[config.mk]
export PLATFORM = sky130hd
export DESIGN_NAME = mimo_frame_loader
export DESIGN_NICKNAME = d
export VERILOG_FILES = /design/src/rtl/mimo_frame_loader.sv
export SDC_FILE = /design/constraint.sdc
export NUM_CORES = 2
export LEC_CHECK = 0
export CAP_MARGIN = 15
export CORE_ASPECT_RATIO = 1.2
export CORE_MARGIN = 4
export CORE_UTILIZATION = 25
export DETAILED_ROUTE_END_ITERATION = 10
export GPL_TIMING_DRIVEN = 0
export SYNTH_ARGS = -nofsm -noshare
export SYNTH_HDL_FRONTEND = slang
export SYNTH_SLANG_ARGS = --single-unit
[constraint.sdc]
create_clock -name clk -period 11 [get_ports clk]
set_clock_uncertainty 0.05 [all_clocks]
set_input_delay 1.65 -clock clk [delete_from_list [all_inputs] [get_ports clk]]
set_output_delay 1.65 -clock clk [all_outputs]
set_load 0.05 [all_outputs]
[src/rtl/mimo_frame_loader.sv]
// mimo_frame_loader
// Collects a streamed complex frame (H row-major as re/im pairs, then y as
// re/im pairs), LANES words per beat, and presents the real-valued expansion
// (2NANT x 2NANT H, 2NANT y) to the detector through a valid/ready register.
// IN_WL must not exceed WL.
//
// Handshakes:
//   input : a beat is taken on any edge where in_valid && in_ready; in_ready
//           depends only on state (low only while a finished frame waits).
//   output: H_o/Y_o/out_valid form a register stage; the frame is consumed on
//           an edge where out_valid && out_ready, and H_o/Y_o do not change
//           while out_valid && !out_ready.
module mimo_frame_loader #(
    parameter int IN_WL = 16,
    parameter int WL    = 16,
    parameter int NANT  = 4,
    parameter int LANES = 3
) (
    input  logic                      clk,
    input  logic                      rst,
    input  logic                      in_valid,
    input  logic                      in_sof,
    input  logic [LANES*IN_WL-1:0]    in_data,
    output logic                      in_ready,
    output logic                      out_valid,
    input  logic                      out_ready,
    output logic [4*NANT*NANT*WL-1:0] H_o,
    output logic [2*NANT*WL-1:0]      Y_o,
    output logic                      frame_err,
    output logic [1:0]                dbg_state_o
);

    localparam int N2    = 2 * NANT;
    localparam int WORDS = N2 * (NANT + 1);
    localparam int BEATS = (WORDS + LANES - 1) / LANES;
    localparam int CNT_W = (BEATS > 1) ? $clog2(BEATS) : 1;
    localparam logic [CNT_W-1:0] LAST_BEAT = CNT_W'(BEATS - 1);

    localparam logic [WL-1:0] MIN_VAL = {1'b1, {(WL-1){1'b0}}};
    localparam logic [WL-1:0] MAX_VAL = {1'b0, {(WL-1){1'b1}}};

    localparam logic [1:0] S_IDLE = 2'd0;
    localparam logic [1:0] S_FILL = 2'd1;
    localparam logic [1:0] S_HOLD = 2'd2;

    logic [1:0]                state_q, state_d;
    logic [CNT_W-1:0]          beat_cnt_q, beat_cnt_d;
    logic                      xfer_q, xfer_d;
    logic                      err_q, err_d;
    logic                      out_valid_q;
    logic [WORDS*IN_WL-1:0]    frame_q;
    logic [4*NANT*NANT*WL-1:0] H_q, H_d;
    logic [2*NANT*WL-1:0]      Y_q, Y_d;

    logic             accept;
    logic             wr_en;
    logic             out_free;
    logic             load;
    logic [CNT_W-1:0] beat_idx;

    function automatic logic [WL-1:0] sext(input logic [IN_WL-1:0] w);
        logic signed [IN_WL-1:0] s;
        s = w;
        return WL'(s);
    endfunction

    // The most negative value has no positive twin; clamp it to the maximum.
    function automatic logic [WL-1:0] neg_sat(input logic [WL-1:0] v);
        if (v == MIN_VAL) return MAX_VAL;
        return -v;
    endfunction

    assign in_ready    = (state_q != S_HOLD);
    assign accept      = in_valid && in_ready;
    // A beat carrying in_sof always lands as beat 0, even mid-frame.
    assign beat_idx    = in_sof ? '0 : beat_cnt_q;
    // Beats without in_sof outside a frame are discarded.
    assign wr_en       = accept && (in_sof || state_q == S_FILL);
    // A transfer already scheduled for the next edge occupies the stage.
    assign out_free    = !xfer_q && (!out_valid_q || out_ready);
    assign load        = xfer_q || (state_q == S_HOLD && out_ready);

    assign out_valid   = out_valid_q;
    assign H_o         = H_q;
    assign Y_o         = Y_q;
    assign frame_err   = err_q;
    assign dbg_state_o = state_q;

    // Frame FSM: beat counting, abort/drop detection, completion routing.
    always_comb begin
        state_d    = state_q;
        beat_cnt_d = beat_cnt_q;
        xfer_d     = 1'b0;
        err_d      = 1'b0;
        case (state_q)
            S_IDLE, S_FILL: begin
                if (accept) begin
                    if (!wr_en) begin
                        err_d = 1'b1;
                    end else begin
                        if (in_sof && state_q == S_FILL) err_d = 1'b1;
                        if (beat_idx == LAST_BEAT) begin
                            beat_cnt_d = '0;
                            if (out_free) begin
                                xfer_d  = 1'b1;
                                state_d = S_IDLE;
                            end else begin
                                state_d = S_HOLD;
                            end
                        end else begin
                            beat_cnt_d = beat_idx + 1'b1;
                            state_d    = S_FILL;
                        end
                    end
                end
            end
            S_HOLD: begin
                if (out_ready) state_d = S_IDLE;
            end
            default: state_d = S_IDLE;
        endcase
    end

    // FSM and control registers.
    always_ff @(posedge clk) begin
        if (!rst) begin
            state_q    <= S_IDLE;
            beat_cnt_q <= '0;
            xfer_q     <= 1'b0;
            err_q      <= 1'b0;
        end else begin
            state_q    <= state_d;
            beat_cnt_q <= beat_cnt_d;
            xfer_q     <= xfer_d;
            err_q      <= err_d;
        end
    end

    // Raw word buffer; lanes beyond the last word of the frame are ignored.
    always_ff @(posedge clk) begin
        if (wr_en) begin
            for (int w = 0; w < WORDS; w++) begin
                if (CNT_W'(w / LANES) == beat_idx) begin
                    frame_q[w*IN_WL +: IN_WL] <= in_data[(w % LANES)*IN_WL +: IN_WL];
                end
            end
        end
    end

    // Complex-to-real expansion of the buffered frame.
    always_comb begin
        H_d = '0;
        Y_d = '0;
        for (int r = 0; r < NANT; r++) begin
            for (int c = 0; c < NANT; c++) begin
                logic [WL-1:0] a;
                logic [WL-1:0] b;
                a = sext(frame_q[(2*(r*NANT + c))*IN_WL +: IN_WL]);
                b = sext(frame_q[(2*(r*NANT + c) + 1)*IN_WL +: IN_WL]);
                H_d[((2*r)*N2 + 2*c)*WL +: WL]         = a;
                H_d[((2*r)*N2 + 2*c + 1)*WL +: WL]     = neg_sat(b);
                H_d[((2*r + 1)*N2 + 2*c)*WL +: WL]     = b;
                H_d[((2*r + 1)*N2 + 2*c + 1)*WL +: WL] = a;
            end
        end
        for (int r = 0; r < NANT; r++) begin
            Y_d[(2*r)*WL +: WL]     = sext(frame_q[(2*N2*NANT/2 + 2*r)*IN_WL +: IN_WL]);
            Y_d[(2*r + 1)*WL +: WL] = sext(frame_q[(2*N2*NANT/2 + 2*r + 1)*IN_WL +: IN_WL]);
        end
    end

    // Output register stage; a load on the consuming edge keeps valid high.
    always_ff @(posedge clk) begin
        if (!rst) begin
            out_valid_q <= 1'b0;
            H_q         <= '0;
            Y_q         <= '0;
        end else if (load) begin
            out_valid_q <= 1'b1;
            H_q         <= H_d;
            Y_q         <= Y_d;
        end else if (out_ready) begin
            out_valid_q <= 1'b0;
        end
    end

endmodule
# After elaboration in Yosys (flattened, before gate mapping)
# Cells that the tools add are included.
# Widths: inputs -> output; s select.
totals:
  ff_bits: 1801
  input_bits: 53
  out_inout_bits: 1157
op_classes:
  add_sub_neg: 17
  n_eq_ne: 36
  mux: 61
  reduce_logical: 32
ops:
  columns: ["cell", "count"]
  rows:
  - ["$mux 16", 32]
  - ["$eq 16x16->1 const B", 16]
  - ["$neg 16->16", 16]
  - ["$reduce_and 2->1", 14]
  - ["$eq 4x4->1 const A", 6]
  - ["$mux 1", 21]
  - ["$eq 3x4->1 const A", 4]
  - ["$mux 2", 5]
  - ["$reduce_and 3->1", 3]
  - ["$eq 2x4->1 const A", 2]
  - ["$mux 4", 2]
  - ["$ne 2x2->1 const B", 4]
  - ["$logic_and 1x1->1", 5]
  - ["$reduce_and 5->1", 1]
  - ["$add 4x1->4 const B", 1]
  - ["$eq 1x4->1 const A", 1]
  - ["$eq 4x4->1 const B", 1]
  - ["$logic_not 4->1", 1]
  - ["$pmux 2 s2", 1]
  - ["$logic_or 1x1->1", 3]
  - ["$eq 2x1->1 const B", 1]
  - ["$eq 2x2->1 const B", 1]
  - ["$logic_not 1->1", 2]
  - ["$logic_not 2->1", 1]
  - ["other kinds (2)", 2]

# Logic depth before layout (Yosys ltp)
depth:
  ltp_word: 8
  ltp_mapped: 8
  ltp_nobuf: 7

# Least setup slack after synthesis
# Ideal clock, no wire load.
synth_path:
  path_type: "input port to flip-flop"
  from: "input in_sof"
  to: "register frame_q[144], enable pin"
  setup_ns: 0.454
  t_arrival_ns: 4.272
  t_required_ns: 10.496
  path_slack_ns: 6.224
  path_stages: 5
  path_buffers: 1
  cell_sequence: "clkbuf_1 -> nor2_1 -> o21ai_0 -> nand2_1 -> nor2_1"
synth_between:
  elab_chain_len: 3
  word_cells_on_any_way: 5
  cone_classes: "1 x eq/ne; 1 x mux; 3 x reduce/logical"
synth_rtl:
  columns: ["element", "line_no", "rtl"]
  rows:
  - ["start, declared", "22", "input logic in_sof,"]
  - ["$mux 4 / $logic_or 1x1->1 (equally long branches)", "76, 78", null]
  - ["$eq 2x4->1 / $logic_and 1x1->1 (equally long branches)", "143, 78", null]
  - ["$reduce_and 2->1 (no source line) (*)", null, null]
  - ["end signal, assigned by index", "144", "frame_q[w*IN_WL +: IN_WL] <= in_data[(w % LANES)*IN_WL +: IN_WL];"]
  - ["end, declared", "51", "logic [WORDS*IN_WL-1:0] frame_q;"]
# Mark *: on every way between the ends. The rest lies on a longest branch, timed or not.
# A chain may end at the register's enable or synchronous reset.

# Worst setup path in the final report
layout_path:
  from: "register state_q[0], in the netlist dbg_state_o[0]"
  to: "output in_ready"
layout_between:
  elab_chain_len: 1
layout_rtl:
  columns: ["element", "line_no", "rtl"]
  rows:
  - ["start, declared", "46", "logic [1:0] state_q, state_d;"]
  - ["start signal, assigned", "132", "state_q <= state_d;"]
  - ["$ne 2x2->1", "73", "assign in_ready = (state_q != S_HOLD);"]
  - ["end, declared", "24", "output logic in_ready,"]
# No other way between the ends.

==> results.toml <==
[pwr]
p_switching_uw = 2800
combPwrFrac = 0.026
leakage_uw = 0.0265
clkPwrFrac = 0.483
peakVddDrop_mv = 0.150
intPower_uw = 9390
powerDensity_mw_per_mm2 = 154
switching_share = 0.230
seqPwrFrac = 0.491

[final_layout]
final-seq-area_mm2 = 0.0373
fill_cells = 22198
layout.nets = 6804
finish.utilization = 0.354
area_growth_syn_to_layout_pct = 40.7
multi_input_area_mm2 = 0.0156
drive_gt1_frac = 0.112
fin_cells = 9882

[clock_network]
cts_sinks = 1545
cts_root_buf = "clkbuf_16"
ctsResizeCount = 0
cts_buffers = 162
clk_latency_ns = 0.83
cts_setup_buffers = 0
postCtsHoldBufs = 0
clk_pin_slew_ns = 0.06
tritoncts = "done"
htree_levels = 4
cts_buffer_depth = 3

[worst_setup_path]
setup.worst_path.end_class = "output pin"
endpoint = "in_ready"
timing.rr.start = "dbg_state_o[0]"
worstSetupStartpoint = "dbg_state_o[0]"
worstReg2RegEnd = "H_o[927]"
worstRegToRegCells = 10
crit_fanout = 10
crit_arrival_ns = 2.88
r2r_slack_ns = 7.45
worstSetupStartpointType = "flop"
path_class = "reg2out"
worstPathRequired_ns = 9.30

[yosys]
synth_top_cell_by_area = "edfxtp_1"
syn-instance-count = 5294
netlist_top_cells_area = "edfxtp_1, dfxtp_1, nand2_1"
synth_area_mm2 = 0.0561
synth_seq_area_share = 0.665
synth_fa_ha_area_frac = 0.00357
synth_edf_count = 640
synth_cell_types = 60
synth_compound_area_frac = 0.108
async_reset_ff_frac = 0
synth-simple-area-share = 0.135
yosysMostFrequentCell = "nand2_1"
yosys_warnings = 0
postSynthRegisterBits = 1545
ys_top_cells_by_count = "nand2_1, dfxtp_1, a21oi_1"
synth.avg_cell_area_um2 = 10.6
synth_ff_type = "dfxtp_1"
synth_top_area_frac = 0.342
synth_top_family_by_area = "simple AND/OR/NAND/NOR gates"
synthXorXnorAreaFrac = 0.0272
synthesis.nets = 5363
synthMuxAreaShare = 0.00145

[placement]
dpl.hpwl_um = 226000
post-place-cells = 9546
port_buffers = 1209
place_congestion = 0.899

[status]
status = "finished clean"

[grt]
grt-ovfl-total = 0
grt_use_total = 0.240
grt_pass1_vias = 45750
antenna_found_initial = 64
grt_pass1_wl_um = 385000
grt_max_degree = 33

[floorplanning]
initial_core_util = 0.251
row_count = 190
design.core.area_mm2 = 0.223
die_height_um = 527
io_pins = 1210
dieArea_mm2 = 0.232
die_w_um = 441

[route]
vias = 47323
drc = 0
wl_um = 290000
firstDrtPassIters = 6
drt_iter0_markers = 4878
wire_per_inst_um = 29.4
vias_per_cell = 4.79
antenna_left = 0

[sta]
worstMarginPinSlew_ns = 1.18
drv_slew = 0
slew_headroom = 0.212
fmax_mhz = 218
setup_violations = 0
fin_crit_ns = 4.58
period_share = 0.416
rsz0062_at_grt = "false"
setup_tns_ns = 0
hold_violations = 0

[job]
cap_violations = 0

[min_path]
hold_path.class = "reg2reg"
[placed cells by master (no fill, tap or decap), drive strengths merged, types with 15 or more instances in the layout]
cell,synthesis,final
or4,19,19
buf,326,438
clkbuf,227,448
clkinv,0,52
clkdlybuf4s50,0,1164
nand3,40,40
o21ai,225,225
nor3,55,55
xnor2,75,75
dfxtp,905,905
nand2,1385,1385
inv,48,62
nor4b,16,16
edfxtp,640,640
bufinv,0,17
diode,0,29
nand2b,15,15
xor2,99,99
nor2,120,120
a21oi,858,858
nor4,56,56
ha,16,16
[registers in the layout, summed over array words and instances (netlist names)]
register     count
Y_o            128
frame_q        640
frame_err        1
dbg_state_o      2
xfer_q           1
H_o            768
beat_cnt_q       4
out_valid        1
[cell families (layout without fill, tap and decap cells)]
group,count (synthesis),count (layout)
compound gates,1158,1158
fa+ha+maj,16,16
simple gates,1792,1792
other cells,0,29
buf+inv,601,2184
flops,1545,1545
mux,8,8
xor+xnor,174,174
[per-layer routing]
metal / wire length [µm] / GRT usage
met1: 108000 / 0.285
met5: 27 / 0
met4: 14500 / 0.116
met2: 138000 / 0.399
met3: 28900 / 0.0681
[power groups by stage]
| stage | Sequential (µW) | Clock [µW] | Combinational, µW |
|---|---|---|---|
| 2_1_floorplan | 6110 | 0 | 60.3 |
| 3_3_place_gp | 6120 | 0 | 291 |
| 3_5_place_dp | 6110 | 0 | 314 |
| 4_1_cts | 5990 | 5980 | 315 |
| 5_1_grt | 5990 | 6210 | 317 |
| 6_report | 5990 | 5880 | 314 |
[per-stage QoR]
| step | power, µW | hold WS (ns) | area, µm² | setup slack [ns] |
|---|---|---|---|---|
| after floorplan | 6170 | 0.435 | 56100 | 6.22 |
| after global placement | 6410 | 0.388 | 71900 | 3.15 |
| after detailed placement | 6430 | 0.393 | 73200 | 5.60 |
| after CTS | 12300 | 0.403 | 78900 | 6.30 |
| after global routing | 12500 | 0.414 | 78900 | 6.25 |
| final | 12200 | 0.403 | 79000 | 6.42 |
[cell type report]
class                           count  share of cell area
Timing Repair Buffer             1277               0.167
Antenna cell                       29            0.000919
Tap cell                         2976              0.0471
Clock inverter                     86              0.0146
Buffer                            553              0.0401
Multi-Input combinational cell   3148               0.197
Clock buffer                      220              0.0577
Inverter                           48             0.00228
Sequential cell                  1545               0.473
[critical path: stages (launching register included)]
cell             delay, ns
dfxtp_1               0.41
clkbuf_1              0.38
nand2b_1              0.19
clkdlybuf4s50_1       1.07
[how the worst min path moves through the flow]
stage / depth (start not counted) / from / to / slack [ns]
after CTS: 2 / H_o[450] / H_o[450] / 0.40
after global placement: 2 / Y_o[112] / Y_o[112] / 0.39
after floorplan: 1 / frame_q[414] / H_o[798] / 0.44
after global routing: 2 / H_o[200] / H_o[200] / 0.41
final: 2 / H_o[640] / H_o[640] / 0.40
after detailed placement: 2 / Y_o[59] / Y_o[59] / 0.39
(Power assumes the default switching activity.)
